File: config.mk
export PLATFORM = sky130hd
export DESIGN_NAME = reaction_delay_timer_flat
export DESIGN_NICKNAME = d
export VERILOG_FILES = /design/src/rtl/reaction_pkg.sv /design/src/rtl/reaction_delay_timer_if.sv /design/src/rtl/ms_tick_prescaler.sv /design/src/rtl/reaction_delay_timer.sv /design/src/flat_wrapper.sv
export SDC_FILE = /design/constraint.sdc
export NUM_CORES = 1
export LEC_CHECK = 0
export ABC_CLOCK_PERIOD_IN_PS = 2600
export BUFFER_PORTS_ARGS = -buffer_cell sky130_fd_sc_hd__buf_2
export CAP_MARGIN = 40
export CORE_MARGIN = 2
export CORE_UTILIZATION = 54
export DETAILED_ROUTE_END_ITERATION = 12
export GPL_ROUTABILITY_DRIVEN = 0
export HOLD_SLACK_MARGIN = 0.02
export PLACE_DENSITY_LB_ADDON = 0.12
export SYNTH_ARGS = -nofsm -noshare
export SYNTH_HDL_FRONTEND = slang
export SYNTH_SLANG_ARGS = --single-unit
export TNS_END_PERCENT = 30
File: constraint.sdc
create_clock -name clk50M -period 2.6 [get_ports clk50M]
set_input_delay 0.13 -clock clk50M [delete_from_list [all_inputs] [get_ports clk50M]]
set_output_delay 0.13 -clock clk50M [all_outputs]
set_load 0.01 [all_outputs]
File: src/rtl/reaction_pkg.sv
// reaction_pkg
//   Shared definitions for the reaction-delay timer slice: FSM state encoding,
//   default timing constants and the widths of the random and delay values.
//   Holds no ports; imported by the interface, the top and its testbench.
package reaction_pkg;

  // Default timing for a 50 MHz clock.
  localparam int DEFAULT_TICKS_PER_MS = 50000;
  localparam int DEFAULT_MIN_DELAY_MS = 1000;
  localparam int DEFAULT_RT_MAX_MS    = 9999;

  // random_num is the 12-bit LFSR value; floor + random fits in 13 bits.
  localparam int RANDOM_W = 12;
  localparam int DELAY_W  = 13;

  localparam logic [1:0] ST_IDLE  = 2'd0;
  localparam logic [1:0] ST_DELAY = 2'd1;
  localparam logic [1:0] ST_ARMED = 2'd2;
  localparam logic [1:0] ST_DONE  = 2'd3;

  typedef enum logic [1:0] {
    IDLE  = ST_IDLE,
    DELAY = ST_DELAY,
    ARMED = ST_ARMED,
    DONE  = ST_DONE
  } state_t;

endpackage

File: src/rtl/reaction_delay_timer_if.sv
// reaction_delay_timer_if
//   Groups the request/response signals of the reaction-delay timer.
//   master: drives random_num, start, react; receives the LED, busy and result.
//   slave : the timer itself.
//   Signals: random_num[12], start, react, led_on, busy, result_valid,
//            reaction_ms[RT_W], false_start, timeout.
interface reaction_delay_timer_if import reaction_pkg::*; #(
  parameter int RT_W = 14
);
  logic [RANDOM_W-1:0] random_num;
  logic                start;
  logic                react;
  logic                led_on;
  logic                busy;
  logic                result_valid;
  logic [RT_W-1:0]     reaction_ms;
  logic                false_start;
  logic                timeout;

  modport master (
    output random_num, start, react,
    input  led_on, busy, result_valid, reaction_ms, false_start, timeout
  );

  modport slave (
    input  random_num, start, react,
    output led_on, busy, result_valid, reaction_ms, false_start, timeout
  );
endinterface

File: src/rtl/ms_tick_prescaler.sv
// ms_tick_prescaler
//   Divides clk50M down to a one-cycle millisecond tick.
//   Ports: clk50M (clock), reset_n (async active-low reset),
//          clear (restart the millisecond from zero), tick (high on the wrap cycle).
module ms_tick_prescaler #(
  parameter int TICKS_PER_MS = 50000
) (
  input  logic clk50M,
  input  logic reset_n,
  input  logic clear,
  output logic tick
);
  localparam int CW = (TICKS_PER_MS > 2) ? $clog2(TICKS_PER_MS) : 1;
  localparam logic [CW-1:0] LAST = CW'(TICKS_PER_MS - 1);

  logic [CW-1:0] count;

  assign tick = (count == LAST);

  // clear wins over the wrap so a fresh phase always starts with a full millisecond.
  always_ff @(posedge clk50M or negedge reset_n) begin
    if (!reset_n) begin
      count <= '0;
    end else if (clear || tick) begin
      count <= '0;
    end else begin
      count <= count + CW'(1);
    end
  end
endmodule

File: src/rtl/reaction_delay_timer.sv
// reaction_delay_timer
//   Waits a random delay after a start request, lights the stimulus LED and
//   measures the reaction time in whole milliseconds, flagging false starts
//   and timeouts.
//   Ports: clk50M (clock), reset_n (async active-low reset),
//          bus (slave side of reaction_delay_timer_if: random_num, start, react in;
//               led_on, busy, result_valid, reaction_ms, false_start, timeout out).
module reaction_delay_timer import reaction_pkg::*; #(
  parameter int TICKS_PER_MS = DEFAULT_TICKS_PER_MS,
  parameter int MIN_DELAY_MS = DEFAULT_MIN_DELAY_MS,
  parameter int RT_MAX_MS    = DEFAULT_RT_MAX_MS,
  parameter int RT_W         = 14
) (
  input  logic                   clk50M,
  input  logic                   reset_n,
  reaction_delay_timer_if.slave  bus
);
  localparam int CNT_W = (RT_W > DELAY_W) ? RT_W : DELAY_W;

  state_t             state, state_nx;
  logic [CNT_W-1:0]   ms_cnt;
  logic [CNT_W-1:0]   ms_next;
  logic [DELAY_W-1:0] delay_ms;
  logic               react_prev;
  logic               react_edge;
  logic               tick;
  logic               prescale_clear;
  logic               delay_done;
  logic               rt_limit;
  logic               false_hit;
  logic               press_hit;
  logic               timeout_hit;

  logic               led_on_r;
  logic               busy_r;
  logic               result_valid_r;
  logic [RT_W-1:0]    reaction_ms_r;
  logic               false_start_r;
  logic               timeout_r;

  ms_tick_prescaler #(
    .TICKS_PER_MS (TICKS_PER_MS)
  ) u_prescaler (
    .clk50M  (clk50M),
    .reset_n (reset_n),
    .clear   (prescale_clear),
    .tick    (tick)
  );

  // "Reaching" a count means the tick that would move the counter onto it,
  // so the phase change lands on exactly count*TICKS_PER_MS cycles.
  assign ms_next    = ms_cnt + CNT_W'(1);
  assign delay_done = tick && (ms_next == CNT_W'(delay_ms));
  assign rt_limit   = tick && (ms_next == CNT_W'(RT_MAX_MS));
  assign react_edge = bus.react && !react_prev;

  // A held button counts as a false start at the edge that would light the LED.
  always_comb begin
    state_nx       = state;
    prescale_clear = 1'b0;
    false_hit      = 1'b0;
    press_hit      = 1'b0;
    timeout_hit    = 1'b0;
    case (state)
      IDLE: begin
        if (bus.start) begin
          state_nx       = DELAY;
          prescale_clear = 1'b1;
        end
      end
      DELAY: begin
        if (react_edge || (bus.react && delay_done)) begin
          false_hit = 1'b1;
          state_nx  = DONE;
        end else if (delay_done) begin
          state_nx       = ARMED;
          prescale_clear = 1'b1;
        end
      end
      ARMED: begin
        if (react_edge) begin
          press_hit = 1'b1;
          state_nx  = DONE;
        end else if (rt_limit) begin
          timeout_hit = 1'b1;
          state_nx    = DONE;
        end
      end
      DONE: begin
        state_nx = IDLE;
      end
      default: begin
        state_nx = IDLE;
      end
    endcase
  end

  always_ff @(posedge clk50M or negedge reset_n) begin
    if (!reset_n) begin
      state <= IDLE;
    end else begin
      state <= state_nx;
    end
  end

  // The edge detector follows react in every state, so a press that coincides
  // with start is already "old" once DELAY begins.
  always_ff @(posedge clk50M or negedge reset_n) begin
    if (!reset_n) begin
      react_prev <= 1'b0;
    end else begin
      react_prev <= bus.react;
    end
  end

  always_ff @(posedge clk50M or negedge reset_n) begin
    if (!reset_n) begin
      delay_ms <= '0;
    end else if (state == IDLE && bus.start) begin
      delay_ms <= DELAY_W'(MIN_DELAY_MS) + {1'b0, bus.random_num};
    end
  end

  always_ff @(posedge clk50M or negedge reset_n) begin
    if (!reset_n) begin
      ms_cnt <= '0;
    end else if (prescale_clear) begin
      ms_cnt <= '0;
    end else if (tick && (state == DELAY || state == ARMED)) begin
      ms_cnt <= ms_next;
    end
  end

  // A press on a tick edge already owns that millisecond, hence ms_cnt + tick.
  always_ff @(posedge clk50M or negedge reset_n) begin
    if (!reset_n) begin
      led_on_r       <= 1'b0;
      busy_r         <= 1'b0;
      result_valid_r <= 1'b0;
      reaction_ms_r  <= '0;
      false_start_r  <= 1'b0;
      timeout_r      <= 1'b0;
    end else begin
      led_on_r       <= (state_nx == ARMED);
      busy_r         <= (state_nx == DELAY) || (state_nx == ARMED);
      result_valid_r <= (state_nx == DONE);
      if (false_hit) begin
        reaction_ms_r <= '0;
        false_start_r <= 1'b1;
        timeout_r     <= 1'b0;
      end else if (press_hit) begin
        reaction_ms_r <= RT_W'(ms_cnt + CNT_W'(tick));
        false_start_r <= 1'b0;
        timeout_r     <= 1'b0;
      end else if (timeout_hit) begin
        reaction_ms_r <= RT_W'(RT_MAX_MS);
        false_start_r <= 1'b0;
        timeout_r     <= 1'b1;
      end
    end
  end

  assign bus.led_on       = led_on_r;
  assign bus.busy         = busy_r;
  assign bus.result_valid = result_valid_r;
  assign bus.reaction_ms  = reaction_ms_r;
  assign bus.false_start  = false_start_r;
  assign bus.timeout      = timeout_r;
endmodule

File: src/flat_wrapper.sv
// flat-port wrapper written by rule: the top's interface ports become plain ports
module reaction_delay_timer_flat import reaction_pkg::*;
#(
  parameter int TICKS_PER_MS = DEFAULT_TICKS_PER_MS,
  parameter int MIN_DELAY_MS = DEFAULT_MIN_DELAY_MS,
  parameter int RT_MAX_MS    = DEFAULT_RT_MAX_MS,
  parameter int RT_W         = 14
)
  (clk50M, reset_n, bus_random_num, bus_start, bus_react, bus_led_on, bus_busy, bus_result_valid, bus_reaction_ms, bus_false_start, bus_timeout);
  reaction_delay_timer_if #(.RT_W(RT_W)) bus_i ();
  input  logic clk50M;
  input  logic reset_n;
  input wire logic [$bits(bus_i.random_num)-1:0] bus_random_num;
  input wire logic [$bits(bus_i.start)-1:0] bus_start;
  input wire logic [$bits(bus_i.react)-1:0] bus_react;
  output wire logic [$bits(bus_i.led_on)-1:0] bus_led_on;
  output wire logic [$bits(bus_i.busy)-1:0] bus_busy;
  output wire logic [$bits(bus_i.result_valid)-1:0] bus_result_valid;
  output wire logic [$bits(bus_i.reaction_ms)-1:0] bus_reaction_ms;
  output wire logic [$bits(bus_i.false_start)-1:0] bus_false_start;
  output wire logic [$bits(bus_i.timeout)-1:0] bus_timeout;
  assign bus_i.random_num = bus_random_num;
  assign bus_i.start = bus_start;
  assign bus_i.react = bus_react;
  assign bus_led_on = bus_i.led_on;
  assign bus_busy = bus_i.busy;
  assign bus_result_valid = bus_i.result_valid;
  assign bus_reaction_ms = bus_i.reaction_ms;
  assign bus_false_start = bus_i.false_start;
  assign bus_timeout = bus_i.timeout;
  reaction_delay_timer #(.TICKS_PER_MS(TICKS_PER_MS), .MIN_DELAY_MS(MIN_DELAY_MS), .RT_MAX_MS(RT_MAX_MS), .RT_W(RT_W)) u_core (.clk50M(clk50M), .reset_n(reset_n), .bus(bus_i));
endmodule
; ---- After elaboration in Yosys (flattened, before gate mapping)
; Index checks and enable logic that the tools add are counted.
[word_totals]
inputBits = 16
wordCells = 67
reg_bits = 65
out_inout_bits = 19
[op_classes]
n_reduce_logical = 14
mux = 29
eq_ne = 9
add_sub_neg = 4
[op_table]
columns = op, n
row1 = $mux W14, 5
row2 = $add A16 B1 Y16 const B, 1
row3 = $eq A16 B16 Y1 const B, 1
row4 = $mux W1, 16
row5 = $mux W16, 1
row6 = $add A14 B1 Y14, 1
row7 = $add A14 B1 Y14 const B, 1
row8 = $eq A14 B13 Y1, 1
row9 = $eq A14 B14 Y1 const B, 1
row10 = $add A10 B12 Y13 const A, 1
row11 = $mux W2, 5
row12 = $eq A2 B2 Y1 const B, 4
row13 = $pmux W2 S4, 1
row14 = $logic_and A1 B1 Y1, 6
row15 = $eq A2 B1 Y1 const B, 2
row16 = $logic_or A1 B1 Y1, 4
row17 = $reduce_bool A3 Y1, 1
row18 = $logic_not A2 Y1, 1
row19 = $pmux W1 S2, 1
row20 = $reduce_bool A2 Y1, 1
row21 = $logic_not A1 Y1, 1

; ---- Longest topological paths before layout
; Gate-level depths: netlist of the first run.
[depth]
depth_word = 9
ltp_mapped = 12
depth_no_buf = 11

; ---- Modules after synthesis
; From an unflattened synthesis of the first run, not the netlist that was laid out.
[hier_totals]
hier_cells = 403
area_unflattened_um2 = 3769.9
[modules_own_cells]
columns = mod, n_inst, area_per_inst_um2, cells_per_inst, seq_area_each_um2
row1 = reaction_delay_timer, 1, 2977.9, 323, 1226.2
row2 = ms_tick_prescaler, 1, 792.0, 80, 400.4

; ---- Least setup slack after synthesis of the first run
; No wires, ideal clock.
[synth_path]
kind = flip-flop to flip-flop
start = register u_core.ms_cnt[0]
end = register u_core.busy_r, in the netlist u_core.bus.busy
required_ns = 2.487
period_less_slack_ns = 2.769
path_buffers = 1
stages_incl_launch_ff = 13
arrival_ns = 2.656
setup_time_ns = 0.113
setup_slack_ns = -0.169
path_cell_list = dfrtp_1 -> ha_1 -> nand3_1 -> nor2_1 -> xor2_1 -> nand4_1 -> nor4_4 -> or2_0 -> buf_2 -> nor2_2 -> a31o_2 -> ha_1 -> inv_1
[synth_via]
elab_chain_len = 9
elab_cells_between_ends = 15
classes_between = 1 x add/sub / 4 x eq/ne / 5 x mux / 5 x reduce/logical
[synth_lines]
columns = element, line_no
row1 = from (decl), reaction_delay_timer.sv:21  ; logic [CNT_W-1:0] ms_cnt;
row2 = from (signal assigned), reaction_delay_timer.sv:130  ; ms_cnt <= ms_next;
row3 = $add A14 B1 Y14 (*), reaction_delay_timer.sv:52  ; assign ms_next = ms_cnt + CNT_W'(1);
row4 = $eq A14 B13 Y1, reaction_delay_timer.sv:53  ; assign delay_done = tick && (ms_next == CNT_W'(delay_ms));
row5 = $logic_and A1 B1 Y1, reaction_delay_timer.sv:53
row6 = $logic_and A1 B1 Y1, reaction_delay_timer.sv:72  ; if (react_edge || (bus.react && delay_done)) begin
row7 = $logic_or A1 B1 Y1, reaction_delay_timer.sv:72
row8 = $mux W2, reaction_delay_timer.sv:72
row9 = $pmux W2 S4 (*), reaction_delay_timer.sv:64  ; case (state)
row10 = $eq A2 B1 Y1 / $eq A2 B2 Y1 (equally long branches), reaction_delay_timer.sv:145  ; busy_r <= (state_nx == DELAY) || (state_nx == ARMED);
row11 = $logic_or A1 B1 Y1 (*), reaction_delay_timer.sv:145
row12 = to (signal assigned), reaction_delay_timer.sv:145
row13 = to (decl), reaction_delay_timer.sv:35  ; logic busy_r;
; Mark *: on every way between the ends. The rest lies on a longest branch, timed or not.
; A chain may end at the register's enable or synchronous reset.

; ---- Final worst setup path of the first run
[layout_path]
start = register u_core.u_prescaler.count[4]
end = register u_core.busy_r, in the netlist u_core.bus.busy
[layout_via]
elab_chain_len = 8
elab_cells_between_ends = 13
classes_between = 3 x eq/ne / 5 x mux / 5 x reduce/logical
[layout_lines]
columns = element, line_no
row1 = from (decl), ms_tick_prescaler.sv:16  ; logic [CW-1:0] count;
row2 = from (signal assigned), ms_tick_prescaler.sv:27  ; count <= count + CW'(1);
row3 = $eq A16 B16 Y1 (*), ms_tick_prescaler.sv:18  ; assign tick = (count == LAST);
row4 = $logic_and A1 B1 Y1, reaction_delay_timer.sv:53
row5 = $logic_and A1 B1 Y1, reaction_delay_timer.sv:72
row6 = $logic_or A1 B1 Y1, reaction_delay_timer.sv:72
row7 = $mux W2, reaction_delay_timer.sv:72
row8 = $pmux W2 S4 (*), reaction_delay_timer.sv:64
row9 = $eq A2 B1 Y1 / $eq A2 B2 Y1 (equally long branches), reaction_delay_timer.sv:145
row10 = $logic_or A1 B1 Y1 (*), reaction_delay_timer.sv:145
; Marked as above.

==> impl_results.md, run 1 <==
- Run status: finished, violations left
- Failing checks: setup timing
- First-pass GRT wire length: ~15000 um
- P_leak: about 2.2 nW
- Period minus WS final: about 2600 ps
- Mean Syn Cell Area: approximately 9.6 um^2
- Ys Warns: 0
- Register Area: around 1600 um^2
- Largest net degree at the start of global routing: 33
- CTS tree: done
- Tcrit/Tclk final: 100%
- Total grt overflow: 0
- Pwr Total: ~3.5 mW
- # H-tree levels: 3
- Power per cell area: around 730 nW/um^2
- Routed vias: around 3.1k
- Worst setup EP type: flip-flop
- Critical Path RT: between 2000 and 3000 ps
- Starting density of the core: a little under three fifths
- Number of synthesized flops with an enable pin: 0
- Die Y-Extent: 87.8 um
- Diodes inserted: 0
- Initial antenna violation count: 0
- Rows: 30
- Share of layout cells above drive strength 1: 30.5%
- Post-layout worst setup margin: -6.31 ps
- Clk_skew: approximately 9.2 ps
- CP Class: reg -> reg
- Final setup viols: 1
- Fill count: ~530
- Syn_nets: between 400 and 500
- Synth Cell Area: between 3000 and 4000 um^2
- Post-layout net count: a little over 500
- # port buffers: 34
- Cts bufs inserted: 9
- Routed vias/inst: roughly 5.4
- VDD IR max: between 0.5 and 0.6 mV
- Area grow syn2layout: 26.4%
- Die area: approximately 7700 um^2
- CP Max Fanout: 4
- Slew Limit Fails: 0
- Slew margin rel.: between 60% and 70%
- #FFs+latches synth: between 60 and 70
- Hold Violations, Final: 0
- Longest Clk Path Bufs: 2
- Hold Path Class: in -> reg
- Later-pin clock latency in the skew report: around 350 ps
- Sequential share of the synthesized area: 42.9%
- Post-Synthesis Cells: between 300 and 400
- Multi-input logic area: 2120 um^2
- Critical Path AT: 2860 ps
- # Max-Cap Violations: 0
- Root Driver: clkbuf_8
- Startpoint class of the critical path: flip-flop
- Reg clk slew, reported paths: 70 ps
- Pre-CTS setup slack: -85.3 ps
- RSZ-0062 raised after global routing: true
- Total GRT Usage: roughly a quarter
- DP Wirelength: 6770 um
- DRT Wirelength: slightly above 9000 um
- DR pass1 iterations: 4
- Sink Count: 65
- Async S/R FF share, synth: 100%
- Fmax: roughly 380 MHz
- Core area: roughly 6800 um^2
- Synth Flop Type: dfrtp_1
- Routed Antenna Nets: 0
- Routed WL per cell: roughly 15 um
- Die width: 87.8 um
- Io pins: 35
- DRC violations left: 0
- Detailed Route Iter0 Violations: 131
- Vias in the first global route: just over 3k
- Unique masters post-synth: 55
- Slew @ Worst Pin: 465 ps
-- flip-flops by register name (all words and copies together), names as in the netlist --
register,count
u_core.ms_cnt,14
u_core.bus.result_valid,1
u_core.state,2
u_core.bus.timeout,1
u_core.bus.led_on,1
u_core.delay_ms,13
u_core.bus.reaction_ms,14
u_core.react_prev,1
u_core.bus.false_start,1
u_core.bus.busy,1
u_core.u_prescaler.count,16
-- kinds of logic after synthesis --
| group | Yosys count | synth area share (%) |
|---|---|---|
| multiplexers | 6 | 1.75 |
| buffers and inverters | 30 | 3.86 |
| flip-flops | 65 | 42.9 |
| AO/OA/AOI/OAI | 48 | 8.94 |
| AND/OR/NAND/NOR | 174 | 24.0 |
| XOR/XNOR | 63 | 15.3 |
| adder cells (fa/ha/maj) | 10 | 3.30 |
-- power breakdown --
| part | internal, mW | leakage (nW) | switching [mW] |
|---|---|---|---|
| clock network | 0.440 | 0.0912 | 0.405 |
| logic | 0.612 | 1.30 | 0.649 |
| registers | 1.24 | 0.849 | 0.168 |
| total | 2.29 | 2.24 | 1.22 |
-- what timing repair did --
item	4_1_cts	5_1_grt
resized for setup	7	17
pin swaps	3	7
hold buffers	6	0
endpoints found under the setup margin	1	19
hold endpoints to repair	70	0
setup buffers	3	2
-- path summary, 6_finish.rpt --
kind                                        startpoint                         to  slack [ps]  depth (start not counted)
setup reg to reg           u_core.u_prescaler.count[4]            u_core.bus.busy          -6                         10
hold reg to reg              u_core.bus.reaction_ms[6]  u_core.bus.reaction_ms[6]         490                          1
min in group asynchronous                      reset_n           u_core.ms_cnt[9]         190                          2
setup / recovery           u_core.u_prescaler.count[4]            u_core.bus.busy          -6                         10
hold / removal                      bus_random_num[11]        u_core.delay_ms[12]         100                          3
max in group asynchronous                      reset_n           u_core.ms_cnt[0]        1920                          3
-- per-stage QoR --
step	cell area (um^2)	setup TNS, ps	utilization [%]	instances	hold slack (ps)
after floorplan	3810	0	-	396	-166
after global placement	4390	-0.820	64.6	559	302
after detailed placement	4410	-85.3	64.9	560	23.6
after CTS	4710	0	69.4	585	92.9
after global routing	4790	-362	70.6	587	115
final	4790	-6.31	70.6	587	98.1
-- synthesized netlist by cell type (2+ instances only) --
| master | number | area share [%] |
|---|---|---|
| nand4b_1 | 2 | 0.46 |
| nand2_1 | 31 | 3.1 |
| xnor2_1 | 30 | 6.9 |
| buf_1 | 2 | 0.20 |
| dfrtp_1 | 65 | 43 |
| nor2b_1 | 7 | 1.2 |
| o21ai_0 | 15 | 2.0 |
| nand2b_1 | 3 | 0.49 |
| buf_2 | 9 | 1.2 |
| ha_1 | 10 | 3.3 |
| a31oi_1 | 2 | 0.33 |
| or3_1 | 4 | 0.66 |
| a22oi_1 | 2 | 0.40 |
| or2_2 | 3 | 0.49 |
| and2_1 | 3 | 0.49 |
| nor4_4 | 2 | 1.1 |
| nor2_1 | 58 | 5.7 |
| nand4_1 | 6 | 0.99 |
| a21oi_1 | 4 | 0.53 |
| buf_4 | 4 | 0.79 |
| o2bb2ai_1 | 6 | 1.4 |
| nand4_2 | 2 | 0.66 |
| clkbuf_1 | 5 | 0.49 |
| mux2_2 | 5 | 1.5 |
| and3_1 | 11 | 1.8 |
| nor3_1 | 16 | 2.1 |
| nor4bb_1 | 3 | 0.79 |
| nand3_1 | 13 | 1.7 |
| o22ai_1 | 3 | 0.49 |
| inv_1 | 9 | 0.89 |
| xor2_1 | 31 | 7.2 |
| a211oi_1 | 7 | 1.4 |
-- per-layer routing --
layer / track usage, % / up-vias / share of wire (%)
met3: 3.77 / 19 / 3.2
met5: 0 / - / 0
met1: 31.7 / 1512 / 44
met4: 10.5 / 0 / 2.2
met2: 43.3 / 77 / 51
li1: - / 1538 / -
-- layout make-up --
class,instances,share of cell area (%)
inverters,9,0.705
clock buffers,9,2.58
clock inverters,7,1.49
flip-flops and latches,65,34.1
repair buffers,100,14.5
multi-input cells,301,44.2
well taps,96,2.51
-- critical path, stage by stage, from the launching register on --
cell,delay (ps)
dfrtp_1,400
nor4bb_1,390
and4_4,310
o2111ai_2,150
nor4_4,320
nand4_1,180
nand2_2,140
o41ai_2,70
a31o_2,250
ha_4,260
inv_1,30
-- placed cells by master, fill, tap and decap left out, types with 13 or more instances in the layout --
cell type,n
buf_2,34
buf_4,59
dfrtp_1,59
nand2_1,29
nand3_1,13
nor2_1,58
nor3_1,14
o21ai_0,14
xnor2_1,30
xor2_1,31
No activity file was read; power rests on OpenSTA's default activity.
==> inputs of run 2 (changes only) <==
Settings changed: CORE_ASPECT_RATIO set to 1.2.
==> impl_results.md, run 2 (synthesized netlist as in run 1, its figures left out) <==
- Max reg flops: 16 (unchanged)
- Critical Path AT: 2840 ps (-20 ps)
- Total GRT Usage: 24.7% (-0.54 points)
- Longest Clk Path Bufs: 2 (unchanged)
- Commonest non-fill, non-tap cell in the layout: nor2_1
- DP Wirelength: 6460 um (-4.6%)
- # port buffers: 34 (unchanged)
- Die width: 80.5 um (-8.3%)
- Initial antenna violation count: 0 (unchanged)
- Slew @ Worst Pin: 523 ps (+57.7 ps)
- Finished Core Util: 69.8% (-0.71 points)
- Comb pwr share: 34.6% (-1.3 points)
- Starting density of the core: 55.7% (-0.15 points)
- Die Y-Extent: 95.8 um (+9.1%)
- Startpoint class of the critical path: flip-flop
- Share of layout cells above drive strength 1: 30.5% (about the same)
- Sink Count: 65 (unchanged)
- Area grow syn2layout: 25.4%
- Setup TNS: 0 ps (+6.31 ps)
- Routed Antenna Nets: 0 (unchanged)
- Slew Limit Fails: 0 (unchanged)
- Die area: 7710 um^2 (about the same)
- Later-pin clock latency in the skew report: 350 ps (about the same)
- DR pass1 iterations: 4 (unchanged)
- CTS tree: done
- Routed vias: 3137 (-0.29%)
- # H-tree levels: 3 (unchanged)
- Fmax: 385 MHz (+0.36%)
- First-pass GRT wire length: 14400 um (-2.1%)
- Largest Register: u_core.u_prescaler.count
- Hold slack: 73.3 ps (-24.8 ps)
- Clock power frac: 24.8% (+0.8 points)
- Reg clk slew, reported paths: 70 ps (about the same)
- Slew margin rel.: 64.7% (-3.9 points)
- CP Class: reg -> reg
- Diodes inserted: 0 (unchanged)
- Post-layout net count: 509 (-0.59%)
- Detailed Route Iter0 Violations: 167 (+27%)
- Most frequent cells in the layout: 58 x nor2_1, 57 x dfrtp_1, 55 x buf_4
- Run status: finished, final reports clean
- RSZ-0062 raised after global routing: true
- Io pins: 35 (unchanged)
- VDD IR max: 0.557 mV (-6.8%)
- P_leak: 2.21 nW (-1.6%)
- Worst setup EP type: flip-flop
- Cts bufs inserted: 9 (unchanged)
- CP Max Fanout: 4 (unchanged)
- Clk_skew: 10.5 ps (+1.33 ps)
- Core area: 6810 um^2 (+0.28%)
- Total grt overflow: 0 (unchanged)
- Hold Path Class: in -> reg
- Final setup viols: 0 (-1)
- DRT Wirelength: 8810 um (-2.9%)
- Worst hold path cell count: 3 (unchanged)
- Worst R2R Path Depth: 12 (+2)
- Sequential share of power: 40.7% (+0.6 points)
- # Max-Cap Violations: 0 (unchanged)
- Vias in the first global route: 3039 (-0.066%)
- Power per cell area: 730 nW/um^2 (-0.38%)
- Rows: 33 (+10%)
- P_sw: 1.19 mW (-2.4%)
- Routed vias/inst: 5.46 (+1.8%)
- Period minus WS final: 2600 ps (-9.31 ps)
- Critical Path RT: 2850 ps (about the same)
- DRC violations left: 0 (unchanged)
- Tcrit/Tclk final: 99.9% (-0.36 points)
- Fill count: 555 (+5.5%)
- Routed WL per cell: 15.3 um (-0.90%)
- Root Driver: clkbuf_8
- Largest net degree at the start of global routing: 36 (+9.1%)
- Hold Violations, Final: 0 (unchanged)
- Int Pwr: 2.28 mW (-0.40%)
- Sw Share: 34.3% (-0.47 points)
run 2: changes by cell type in the layout (fill, tap and decap cells not counted), moves of 2 or more:
cell     previous run  this run
buf_4              59        55
or2_4               0         3
dfrtp_1            59        57
dfrtp_2             6         8
or2_1               2         0
run 2: worst paths after layout:
check	end	startpoint	slack, ps
min in group asynchronous	u_core.ms_cnt[13]	reset_n	320
worst max-delay path	u_core.bus.busy	u_core.ms_cnt[1]	3
worst min-delay path	u_core.delay_ms[12]	bus_random_num[11]	70
worst min register to register	u_core.bus.reaction_ms[6]	u_core.bus.reaction_ms[6]	490
max in group asynchronous	u_core.ms_cnt[3]	reset_n	1900
worst max register to register	u_core.bus.busy	u_core.ms_cnt[1]	3
run 2: cell type report:
class / instances / area, um^2 / area share (%)
flip-flops and latches: 65 / 1640 / 34.4
clock inverters: 5 / 55.1 / 1.16
well taps: 87 / 109 / 2.29
inverters: 9 / 33.8 / 0.710
multi-input cells: 301 / 2110 / 44.3
repair buffers: 97 / 674 / 14.2
clock buffers: 11 / 141 / 2.97
run 2: power groups by stage:
| stage | Combinational [mW] | Sequential, mW | Clock, mW |
|---|---|---|---|
| after CTS | 1.18 | 1.41 | 0.878 |
| after floorplan | 0.729 | 1.42 | 0 |
| after global placement | 1.14 | 1.41 | 0 |
| after detailed placement | 1.17 | 1.42 | 0 |
| after global routing | 1.35 | 1.44 | 0.929 |
| final | 1.20 | 1.41 | 0.861 |
run 2: timing repair:
| action | in CTS | in global routing |
|---|---|---|
| resized for setup | 4 | 24 |
| endpoints found under the hold margin | 70 | 0 |
| hold buffers | 6 | 0 |
| gates cloned | 0 | 0 |
| pin swaps | 1 | 6 |
| buffers inserted | 1 | 4 |
| endpoints found under the setup margin | 1 | 36 |
run 2: worst max-delay path: stages, from the launching register on:
cell and delay [ps]:
dfrtp_2 440, ha_4 160, buf_6 100, nand2_2 50, or3_4 340, and3_4 200
nor4_4 300, nand4_1 160, nand2_2 130, o41ai_2 70, a31o_2 230, ha_1 270
inv_1 40
run 2: metrics by stage:
step	total power, mW	area, um^2	instances	worst slack, ps
after floorplan	2.15	3810	396	5.37
after global placement	2.55	4380	548	7.62
after detailed placement	2.59	4380	548	-30.2
after CTS	3.47	4640	571	0.143
after global routing	3.73	4760	575	-108
final	3.48	4760	575	3.00
run 2: routing by layer:
layer | GRT usage (%) | vias to the layer above | share of wire [%]
met4 | 11.9 | 0 | 2.2
met5 | 0 | - | 0
met3 | 4.60 | 19 | 3.9
li1 | - | 1535 | -
met2 | 41.0 | 83 | 50
met1 | 30.9 | 1500 | 44
==> inputs of run 3 (changes only) <==
==> constraint.sdc (replaced) <==
create_clock -name clk50M -period 2.6 [get_ports clk50M]
set_input_delay 0.52 -clock clk50M [delete_from_list [all_inputs] [get_ports clk50M]]
set_output_delay 0.52 -clock clk50M [all_outputs]
set_load 0.01 [all_outputs]
==> impl_results.md, run 3 (synthesized netlist as in run 1, its figures left out) <==
- Run status: finished, final reports clean
- Tcrit/Tclk final: 97.3% (-2.6 points)
- Reg2reg start: u_core.ms_cnt[1]
- Share of layout cells above drive strength 1: 33.4% (+2.9 points)
- Worst setup EP type: flip-flop
- Clk_skew: 6.25 ps (-4.29 ps)
- Starting density of the core: 55.7% (unchanged)
- Critical Path RT: 2860 ps (about the same)
- Slew Limit Fails: 0 (unchanged)
- Routed Antenna Nets: 0 (unchanged)
- Total GRT Usage: 25.1% (+0.40 points)
- Post-layout worst setup margin: 71.3 ps (+68.3 ps)
- Area grow syn2layout: 25.8%
- Routed WL per cell: 16.0 um (+4.4%)
- Layout Cells excl Fill: 569 (-1.0%)
- Critical Path AT: 2790 ps (-50 ps)
- Initial antenna violation count: 0 (unchanged)
- Startpoint class of the critical path: flip-flop
- Fmax: 395 MHz (+2.7%)
- Root Driver: clkbuf_8
- Inst Count DP: 549 (+0.18%)
- Rows: 33 (unchanged)
- Setup crit start: u_core.ms_cnt[1]
- DR pass1 iterations: 5 (+1)
- Pre-CTS setup slack: -109 ps (-79.2 ps)
- Max reg flops: 16 (unchanged)
- Core area: 6810 um^2 (unchanged)
- Largest net degree at the start of global routing: 35 (-2.8%)
- CTS tree: done
- Finished Core Util: 70.0% (+0.18 points)
- Detailed Route Iter0 Violations: 205 (+23%)
- Die width: 80.5 um (unchanged)
- Routed vias: 3072 (-2.1%)
- Cts bufs inserted: 9 (unchanged)
- Vias in the first global route: 2990 (-1.6%)
- # Max-Cap Violations: 0 (unchanged)
- Post-layout net count: 503 (-1.2%)
- Fill count: 543 (-2.2%)
- DP Wirelength: 6890 um (+6.6%)
- Slew @ Worst Pin: 513 ps (-10.1 ps)
- Period minus WS final: 2530 ps (-68.3 ps)
- Total grt overflow: 0 (unchanged)
- Diodes inserted: 0 (unchanged)
- Pwr Total: 3.41 mW (-1.9%)
- Most frequent cells in the layout: 56 x nor2_1, 56 x dfrtp_1, 54 x buf_4
- CP Max Fanout: 4 (unchanged)
- Reg clk slew, reported paths: 70 ps (about the same)
- Hold Path Class: in -> async
- Hold Violations, Final: 0 (unchanged)
- Sink Count: 65 (unchanged)
- DRC violations left: 0 (unchanged)
- First-pass GRT wire length: 14300 um (-0.38%)
- Hold slack: 128 ps (+54.5 ps)
- RSZ-0062 raised after global routing: true
- Final setup viols: 0 (unchanged)
- Routed vias/inst: 5.40 (-1.0%)
- CP Class: reg -> reg
- # H-tree levels: 3 (unchanged)
- Die Y-Extent: 95.8 um (unchanged)
- Later-pin clock latency in the skew report: 350 ps (about the same)
- VDD IR max: 0.455 mV (-18%)
- Io pins: 35 (unchanged)
- Slew margin rel.: 65.8% (+1.1 points)
- Power per cell area: 715 nW/um^2 (-2.2%)
- # port buffers: 34 (unchanged)
- Longest Clk Path Bufs: 2 (unchanged)
- P_leak: 2.19 nW (-0.67%)
- DRT Wirelength: 9100 um (+3.3%)
- Die area: 7710 um^2 (unchanged)
- Largest Register: u_core.u_prescaler.count
-- run 3: stage by stage --
stage | setup TNS [ps] | instance area, um^2
CTS | 0 | 4590
finish | 0 | 4770
global placement | -48.7 | 4400
floorplan | 0 | 3810
detailed placement | -119 | 4400
global route | -59.0 | 4770
-- run 3: where the power goes --
group	switching, mW	leakage (nW)	internal [mW]
registers	0.180	0.844	1.24
clock network	0.390	0.0818	0.338
logic	0.657	1.27	0.603
total	1.23	2.19	2.18
-- run 3: path summary, 6_finish.rpt --
| kind | to | cells after the start | slack, ps |
|---|---|---|---|
| min in group clk50M | u_core.react_prev | 1 | 320 |
| hold / removal | u_core.ms_cnt[11] | 1 | 130 |
| setup / recovery | u_core.bus.busy | 11 | 70 |
| setup reg to reg | u_core.bus.busy | 11 | 70 |
| max in group asynchronous | u_core.ms_cnt[6] | 2 | 1900 |
| hold reg to reg | u_core.bus.reaction_ms[7] | 1 | 480 |
-- run 3: metal layers --
metal	part of all wire, %	track usage (%)	vias to the layer above
met5	0	0	-
met4	2.1	11.3	0
met3	4.5	5.07	16
met2	52	43.6	78
met1	41	29.8	1461
li1	-	-	1517
-- run 3: layout make-up --
class | instances | area, um^2 | area share (%)
Clock inverter | 6 | 35.0 | 0.734
Clock buffer | 10 | 128 | 2.68
Multi-Input combinational cell | 301 | 2190 | 45.9
Tap cell | 87 | 109 | 2.28
Inverter | 9 | 33.8 | 0.708
Timing Repair Buffer | 91 | 636 | 13.3
Sequential cell | 65 | 1640 | 34.3
-- run 3: worst max-delay path, stage by stage (launching register included) --
cell and delay, ps:
dfrtp_2 450, buf_4 180, ha_4 280, xor2_2 140, o2111ai_2 160, nor4_4 320, nand4_1 150, nand2_2 140
o41ai_4 80, a31o_2 250, ha_4 260, inv_2 30
-- run 3: what timing repair did --
| action | 4_1_cts | 5_1_grt |
|---|---|---|
| gates cloned | 0 | 0 |
| setup endpoints to repair | 3 | 21 |
| pin swaps | 6 | 11 |
| setup buffers | 1 | 3 |
| hold endpoints to repair | 0 | 0 |
| gates resized for setup | 7 | 34 |
| hold buffers | 0 | 0 |
